$ cat src/rtl/cache_pkg.sv
// Shared definitions for the cache-to-bridge arbiter.
// Holds the read/write size encodings, the line geometry, the owner
// encoding and the read FSM state encoding.
package cache_pkg;

    // Request size encodings (rd_type / wr_type)
    localparam logic [2:0] TYPE_B    = 3'd0;
    localparam logic [2:0] TYPE_H    = 3'd1;
    localparam logic [2:0] TYPE_W    = 3'd2;
    localparam logic [2:0] TYPE_D    = 3'd3;
    localparam logic [2:0] TYPE_LINE = 3'd4;

    // Line geometry: addr[31:LINE_OFF] is the line address, and a line
    // read returns LINE_BEATS 64-bit beats.
    localparam int LINE_OFF   = 4;
    localparam int LINE_BEATS = 2;

    // Read owner
    localparam logic OWN_I = 1'b0;
    localparam logic OWN_D = 1'b1;

    typedef enum logic [1:0] {
        R_IDLE = 2'd0,
        R_REQ  = 2'd1,
        R_DATA = 2'd2
    } rd_state_e;

endpackage

$ cat src/rtl/rr_arb2.sv
// Two-input round-robin grant.
//   clk, rst : clock, synchronous active-high reset
//   en_i     : arbitration allowed this cycle (last owner only moves when set)
//   req_i    : [0] icache, [1] dcache
//   gnt_o    : one-hot grant, combinational, zero when en_i is low
// On a tie the requester that did not win last time is granted.
module rr_arb2
    import cache_pkg::*;
(
    input  logic       clk,
    input  logic       rst,
    input  logic       en_i,
    input  logic [1:0] req_i,
    output logic [1:0] gnt_o
);

    logic last_q;

    always_comb begin
        gnt_o = 2'b00;
        if (en_i) begin
            if (&req_i) gnt_o = (last_q == OWN_I) ? 2'b10 : 2'b01;
            else        gnt_o = req_i;
        end
    end

    always_ff @(posedge clk) begin
        if (rst)                     last_q <= OWN_I;
        else if (en_i && |req_i)     last_q <= gnt_o[1] ? OWN_D : OWN_I;
    end

endmodule

$ cat src/rtl/cache_axi_arb.sv
// Shares one downstream bridge port between the icache (reads) and the
// dcache (reads and writes).
//   i_rd_* / d_rd_* : cache read request/response channels
//   d_wr_*          : dcache write request channel
//   m_rd_* / m_wr_* : downstream bridge port
//   prot_err        : sticky, rlast seen on the wrong beat or rvalid with
//                     no read in its data phase
// Reads are serialised (one outstanding) with round-robin ownership held
// until the last beat. Writes pass straight through, one outstanding; a
// pending write blocks dcache reads to its line and all uncached dcache
// reads until its response arrives.
module cache_axi_arb
    import cache_pkg::*;
#(
    parameter int ADDR_W = 64
) (
    input  logic              clk,
    input  logic              rst,
    input  logic              i_rd_req,
    input  logic [ADDR_W-1:0] i_rd_addr,
    input  logic [2:0]        i_rd_type,
    output logic              i_rd_ready,
    output logic [63:0]       i_rdata,
    output logic              i_rvalid,
    output logic              i_rlast,
    input  logic              d_rd_req,
    input  logic [ADDR_W-1:0] d_rd_addr,
    input  logic [2:0]        d_rd_type,
    output logic              d_rd_ready,
    output logic [63:0]       d_rdata,
    output logic              d_rvalid,
    output logic              d_rlast,
    input  logic              d_wr_req,
    input  logic [ADDR_W-1:0] d_wr_addr,
    input  logic [127:0]      d_wdata,
    input  logic [2:0]        d_wr_type,
    input  logic [7:0]        d_wstrb,
    output logic              d_wr_ready,
    output logic              m_rd_req,
    output logic [ADDR_W-1:0] m_rd_addr,
    output logic [2:0]        m_rd_type,
    input  logic              m_rd_ready,
    input  logic [63:0]       m_rdata,
    input  logic              m_rvalid,
    input  logic              m_rlast,
    output logic              m_wr_req,
    output logic [ADDR_W-1:0] m_wr_addr,
    output logic [127:0]      m_wdata,
    output logic [2:0]        m_wr_type,
    output logic [7:0]        m_wstrb,
    input  logic              m_wr_ready,
    input  logic              m_wr_done,
    output logic              prot_err
);

    localparam int LW = 32 - LINE_OFF;
    localparam int CW = $clog2(LINE_BEATS) + 1;

    rd_state_e         state_q;
    logic              owner_q;
    logic [ADDR_W-1:0] addr_q;
    logic [2:0]        type_q;
    logic [CW-1:0]     beat_q;
    logic              perr_q;
    logic              m_rd_req_q;
    logic              wr_pend_q;
    logic [LW-1:0]     wr_line_q;

    logic              wr_fire;
    logic              pend_now;
    logic [LW-1:0]     line_now;
    logic              d_blk;
    logic [1:0]        gnt;
    logic [CW-1:0]     last_beat;

    assign wr_fire = d_wr_req && !wr_pend_q && m_wr_ready;

    // A write accepted this very cycle already counts as pending, so a
    // same-line read presented alongside it cannot slip past.
    assign pend_now = wr_pend_q || wr_fire;
    assign line_now = wr_pend_q ? wr_line_q : d_wr_addr[31:LINE_OFF];
    assign d_blk    = pend_now && ((d_rd_type != TYPE_LINE) ||
                                   (d_rd_addr[31:LINE_OFF] == line_now));

    rr_arb2 u_arb (
        .clk   (clk),
        .rst   (rst),
        .en_i  (state_q == R_IDLE),
        .req_i ({d_rd_req && !d_blk, i_rd_req}),
        .gnt_o (gnt)
    );

    assign last_beat = (type_q == TYPE_LINE) ? CW'(LINE_BEATS - 1) : '0;

    always_ff @(posedge clk) begin
        if (rst) begin
            state_q    <= R_IDLE;
            owner_q    <= OWN_I;
            addr_q     <= '0;
            type_q     <= '0;
            beat_q     <= '0;
            perr_q     <= 1'b0;
            m_rd_req_q <= 1'b0;
        end else begin
            if (m_rvalid && state_q != R_DATA) perr_q <= 1'b1;
            case (state_q)
                R_IDLE: if (|gnt) begin
                    owner_q    <= gnt[1] ? OWN_D : OWN_I;
                    addr_q     <= gnt[1] ? d_rd_addr : i_rd_addr;
                    type_q     <= gnt[1] ? d_rd_type : i_rd_type;
                    m_rd_req_q <= 1'b1;
                    state_q    <= R_REQ;
                end
                R_REQ: if (m_rd_ready) begin
                    m_rd_req_q <= 1'b0;
                    beat_q     <= '0;
                    state_q    <= R_DATA;
                end
                R_DATA: if (m_rvalid) begin
                    beat_q <= beat_q + CW'(1);
                    if (m_rlast) begin
                        if (beat_q != last_beat) perr_q <= 1'b1;
                        state_q <= R_IDLE;
                    end
                end
                default: state_q <= R_IDLE;
            endcase
        end
    end

    always_ff @(posedge clk) begin
        if (rst) begin
            wr_pend_q <= 1'b0;
            wr_line_q <= '0;
        end else if (wr_fire) begin
            wr_pend_q <= 1'b1;
            wr_line_q <= d_wr_addr[31:LINE_OFF];
        end else if (m_wr_done) begin
            wr_pend_q <= 1'b0;
        end
    end

    // Every output is forced low while rst is held.
    always_comb begin
        i_rd_ready = 1'b0;  i_rdata = '0;  i_rvalid = 1'b0;  i_rlast = 1'b0;
        d_rd_ready = 1'b0;  d_rdata = '0;  d_rvalid = 1'b0;  d_rlast = 1'b0;
        m_rd_req   = 1'b0;  m_rd_addr = '0;  m_rd_type = '0;
        m_wr_req   = 1'b0;  m_wr_addr = '0;  m_wdata = '0;
        m_wr_type  = '0;    m_wstrb = '0;    d_wr_ready = 1'b0;
        prot_err   = 1'b0;
        if (!rst) begin
            m_rd_req   = m_rd_req_q;
            m_rd_addr  = m_rd_req_q ? addr_q : '0;
            m_rd_type  = m_rd_req_q ? type_q : '0;
            i_rd_ready = m_rd_req_q && (owner_q == OWN_I) && m_rd_ready;
            d_rd_ready = m_rd_req_q && (owner_q == OWN_D) && m_rd_ready;
            if (state_q == R_DATA) begin
                if (owner_q == OWN_I) begin
                    i_rdata = m_rdata;  i_rvalid = m_rvalid;  i_rlast = m_rlast;
                end else begin
                    d_rdata = m_rdata;  d_rvalid = m_rvalid;  d_rlast = m_rlast;
                end
            end
            m_wr_req   = d_wr_req && !wr_pend_q;
            d_wr_ready = m_wr_ready && !wr_pend_q;
            m_wr_addr  = d_wr_addr;
            m_wdata    = d_wdata;
            m_wr_type  = d_wr_type;
            m_wstrb    = d_wstrb;
            prot_err   = perr_q;
        end
    end

endmodule
$ cat config.mk
export PLATFORM = sky130hd
export DESIGN_NAME = cache_axi_arb
export DESIGN_NICKNAME = d
export VERILOG_FILES = /design/src/rtl/cache_pkg.sv /design/src/rtl/rr_arb2.sv /design/src/rtl/cache_axi_arb.sv
export SDC_FILE = /design/constraint.sdc
export NUM_CORES = 1
export LEC_CHECK = 0
export CAP_MARGIN = 20
export CORE_AREA = 2 2 318 320
export DETAILED_ROUTE_END_ITERATION = 7
export DIE_AREA = 0 0 320 322
export SLEW_MARGIN = 5
export SYNTH_ARGS = -nofsm -noshare
export SYNTH_HDL_FRONTEND = slang
export SYNTH_SLANG_ARGS = --single-unit
$ cat constraint.sdc
create_clock -name clk -period 2.5 [get_ports clk]
set_input_delay 0.375 -clock clk [delete_from_list [all_inputs] [get_ports clk]]
set_output_delay 0.375 -clock clk [all_outputs]
set_load 0.005 [all_outputs]
==> metrics.yaml <==
outcome:
  status: "complete, but fails checks"
  violations: "negative setup slack"
detailed_routing:
  routedWlPerCell_um: 27.4
  routed_wl_mm: 89.7
  detail_route.vias_per_cell: 3.82
  postRouteAntennaNets: 0
  vias: 12500
  first_pass_iters: 5
  drtIter0Drc: 964
  drc: 0
cts:
  cts_buffer_depth: 2
  cts-root-buf: "clkbuf_16"
  cts_tree: "built"
  htree_levels: 3
  clk_pin_slew_worst_paths_ps: 80
  clock_latency_ps: 400
  cts_hold_buffers: 0
  cts_sinks: 104
  cts-buffers-inserted: 9
cells_and_area:
  syn2layout_area_growth_pct: 140
  final_common_cell: "clkdlybuf4s50_1"
  post-route-util_pct: 19.7
  drive_above_1_share_pct: 13.5
  nNetsFinal: 2362
  final_cell_mix: "clkdlybuf4s50_1 (674), nor2b_1 (204), and2_1 (129)"
  n_fill_cell: 11200
logic_synthesis:
  synth_edf_count: 0
  synthCells: 1114
  ys_types: 40
  synthArstFlopShare_pct: 0
  ys_ff_latch: 104
  syn_nets: 1525
  avgSynthCellArea_um2: 7.36
  netlist_area_um2: 8200
  yosys_most_used_dff: "dfxtp_1"
  yosysWarnings: 0
  ys_seq_area_share_pct: 25.4
sta:
  whs_ps: 457
  fin_worst_skew_ps: 23.5
  slew_headroom_pct: 56.5
  fin_crit_sh_pct: 109
  max_clock_freq_ghz: 0.369
  hold_viol: 0
  rsz0062_at_grt: "true"
  maxSlewViolCount: 0
  worst_slew_pin_slew_ps: 652
  worst_slack_ps: -213
  fin_crit_ps: 2710
  setup_viol: 69
  finalSetupTns_ps: -9460
global_routing:
  grt_pass1_wl_mm: 113
  antenna_found_initial: 55
  grt_overflow: 0
  grt_pass1_vias: 11800
  grt_usage_pct: 16.3
  grt_max_degree: 67
floorplanning:
  core_um2: 99600
  fp.dieH_um: 322
  start_util_pct: 8.23
  pin_count: 819
  die_x_um: 320
  die_area_um2: 103000
  row_count: 116
setup_path:
  cp_slowest_stage_delay_ps: 370
  r2r_end: "addr_q[61]$_SDFFE_PP0P_"
  crit_path_start: "wr_pend_q$_SDFFE_PP0P_"
  r2r_cells: 10
  critPathLaunchType: "flop"
  cp.depth: 10
  cp_top_family: "simple AND/OR/NAND/NOR gates"
  crit_path_cell_trace: "buf_12 -> mux2i_2 -> xor2_1 -> nand4_1 -> nor4_4 -> and4_4 -> buf_6 -> buf_16 -> o21ai_0 -> a311oi_1"
  critPathCaptureType: "flop"
  slowest_stage: "dfxtp_4"
  reg2reg_from: "wr_pend_q$_SDFFE_PP0P_"
  worst-path-max-fanout: 26
  crit_buf_inv: 3
  r2r_slack_ps: -210
  cp.required_ps: 2790
  path_class: "flop to flop"
  crit_end: "addr_q[61]$_SDFFE_PP0P_"
  cp.arrival_ps: 3000
power_and_ir_drop:
  power_frac_seq_pct: 29.9
  pwr-share-comb_pct: 46.4
  p_switching_uw: 2380
  internal_power_uw: 4210
  power_density_nw_per_um2: 336
  p_leak_uw: 0.00757
  peakVddDrop_v: 0.000264
  swShare_pct: 36.1
  clockPowerShare_pct: 23.7
min_path:
  hold_class: "flop to flop"
  min_path_cells: 2
  worstHoldStart: "wr_line_q[18]$_SDFFE_PP0P_"
flow_run:
  cap_violations: 0
place:
  dp.final_hpwl_mm: 74.8
  place_ws_ps: -493
  io_buffers: 818
  gp_congestion: 0.946
## cell type report
class / instances / area, um^2 / area share, %
clock inverter: 7 / 81.3 / 0.414
timing repair buffer: 954 / 9710 / 49.4
tap: 1298 / 1620 / 8.27
clock buffer: 9 / 225 / 1.15
antenna: 16 / 40.0 / 0.204
inverter: 1 / 3.75 / 0.0191
sequential: 104 / 2090 / 10.6
multi-input combinational: 881 / 5870 / 29.9
## cells by family (layout without fill, tap and decap cells)
group,count (synthesis),after routing,synth area share (%)
multiplexers,28,28,3.42
flip-flops,104,104,25.4
AND/OR/NAND/NOR,577,577,40.9
XOR/XNOR,29,29,3.10
other,0,16,0
buffers and inverters,129,971,6.67
AO/OA/AOI/OAI,247,247,20.5
## how the worst min path moves through the flow
stage	to
after global placement	wr_line_q[13]$_SDFFE_PP0P_
after CTS	wr_line_q[10]$_SDFFE_PP0P_
final	wr_line_q[18]$_SDFFE_PP0P_
after global routing	wr_line_q[27]$_SDFFE_PP0P_
after floorplan	perr_q$_SDFF_PP0_
after detailed placement	wr_line_q[10]$_SDFFE_PP0P_
## through the flow
stage | power [uW] | instances | cell area (um^2)
after CTS | 6610 | 3244 | 19400
after global placement | 4880 | 3204 | 18600
after detailed placement | 4890 | 3204 | 18600
final | 6590 | 3270 | 19600
after floorplan | 2930 | 1114 | 8200
after global routing | 6900 | 3255 | 19600
## routing by layer
metal	GRT usage (%)	vias to the layer above	wire length (um)
li1	-	5603	-
met1	20.2	5931	37300
met2	23.2	777	36500
met3	11.1	126	13900
met4	2.87	62	1610
met5	0	-	402
## tightest hold or removal path, stage by stage (launching register included)
cell and delay (ps):
dfxtp_1 310, nand2_1 50, a21oi_1 50
## timing repair
action | 4_1_cts | 5_1_grt
buffers inserted | 15 | 7
gates resized for setup | 201 | 139
cloned | 10 | 3
endpoints found under the setup margin | 197 | 130
pin swaps | 10 | 7
## power groups by stage
stage	logic, uW	registers, uW	clock network [uW]
after floorplan	982	1950	0
after global placement	2880	2000	0
after detailed placement	2890	2000	0
after CTS	3040	1970	1600
after global routing	3240	1990	1670
final	3060	1970	1560
## synth_stat cells (all sizes together), types with 2 or more instances
library cell | number | area [um^2]
a211oi | 3 | 27.5
a21oi | 38 | 190
a311oi | 67 | 587
and2 | 132 | 826
and3 | 67 | 419
buf | 21 | 141
clkbuf | 107 | 402
dfxtp | 104 | 2080
mux2i | 28 | 280
nand2 | 71 | 269
nand2b | 2 | 12.5
nand3 | 4 | 20.0
nand3b | 2 | 15.0
nand4 | 5 | 31.3
nor2 | 9 | 33.8
nor2b | 208 | 1300
nor3 | 67 | 335
nor3b | 2 | 15.0
nor4 | 3 | 33.8
o211ai | 66 | 495
o21ai | 69 | 345
xnor2 | 9 | 78.8
xor2 | 20 | 175
## sequential cells by signal, indices dropped and copies added (netlist names)
register / count
wr_line_q: 28
wr_pend_q: 1
owner_q: 1
type_q: 3
u_arb.last_q: 1
m_rd_req_q: 1
beat_q: 2
addr_q: 64
state_q: 2
perr_q: 1
Note: power is estimated with default switching activity, not from simulation.
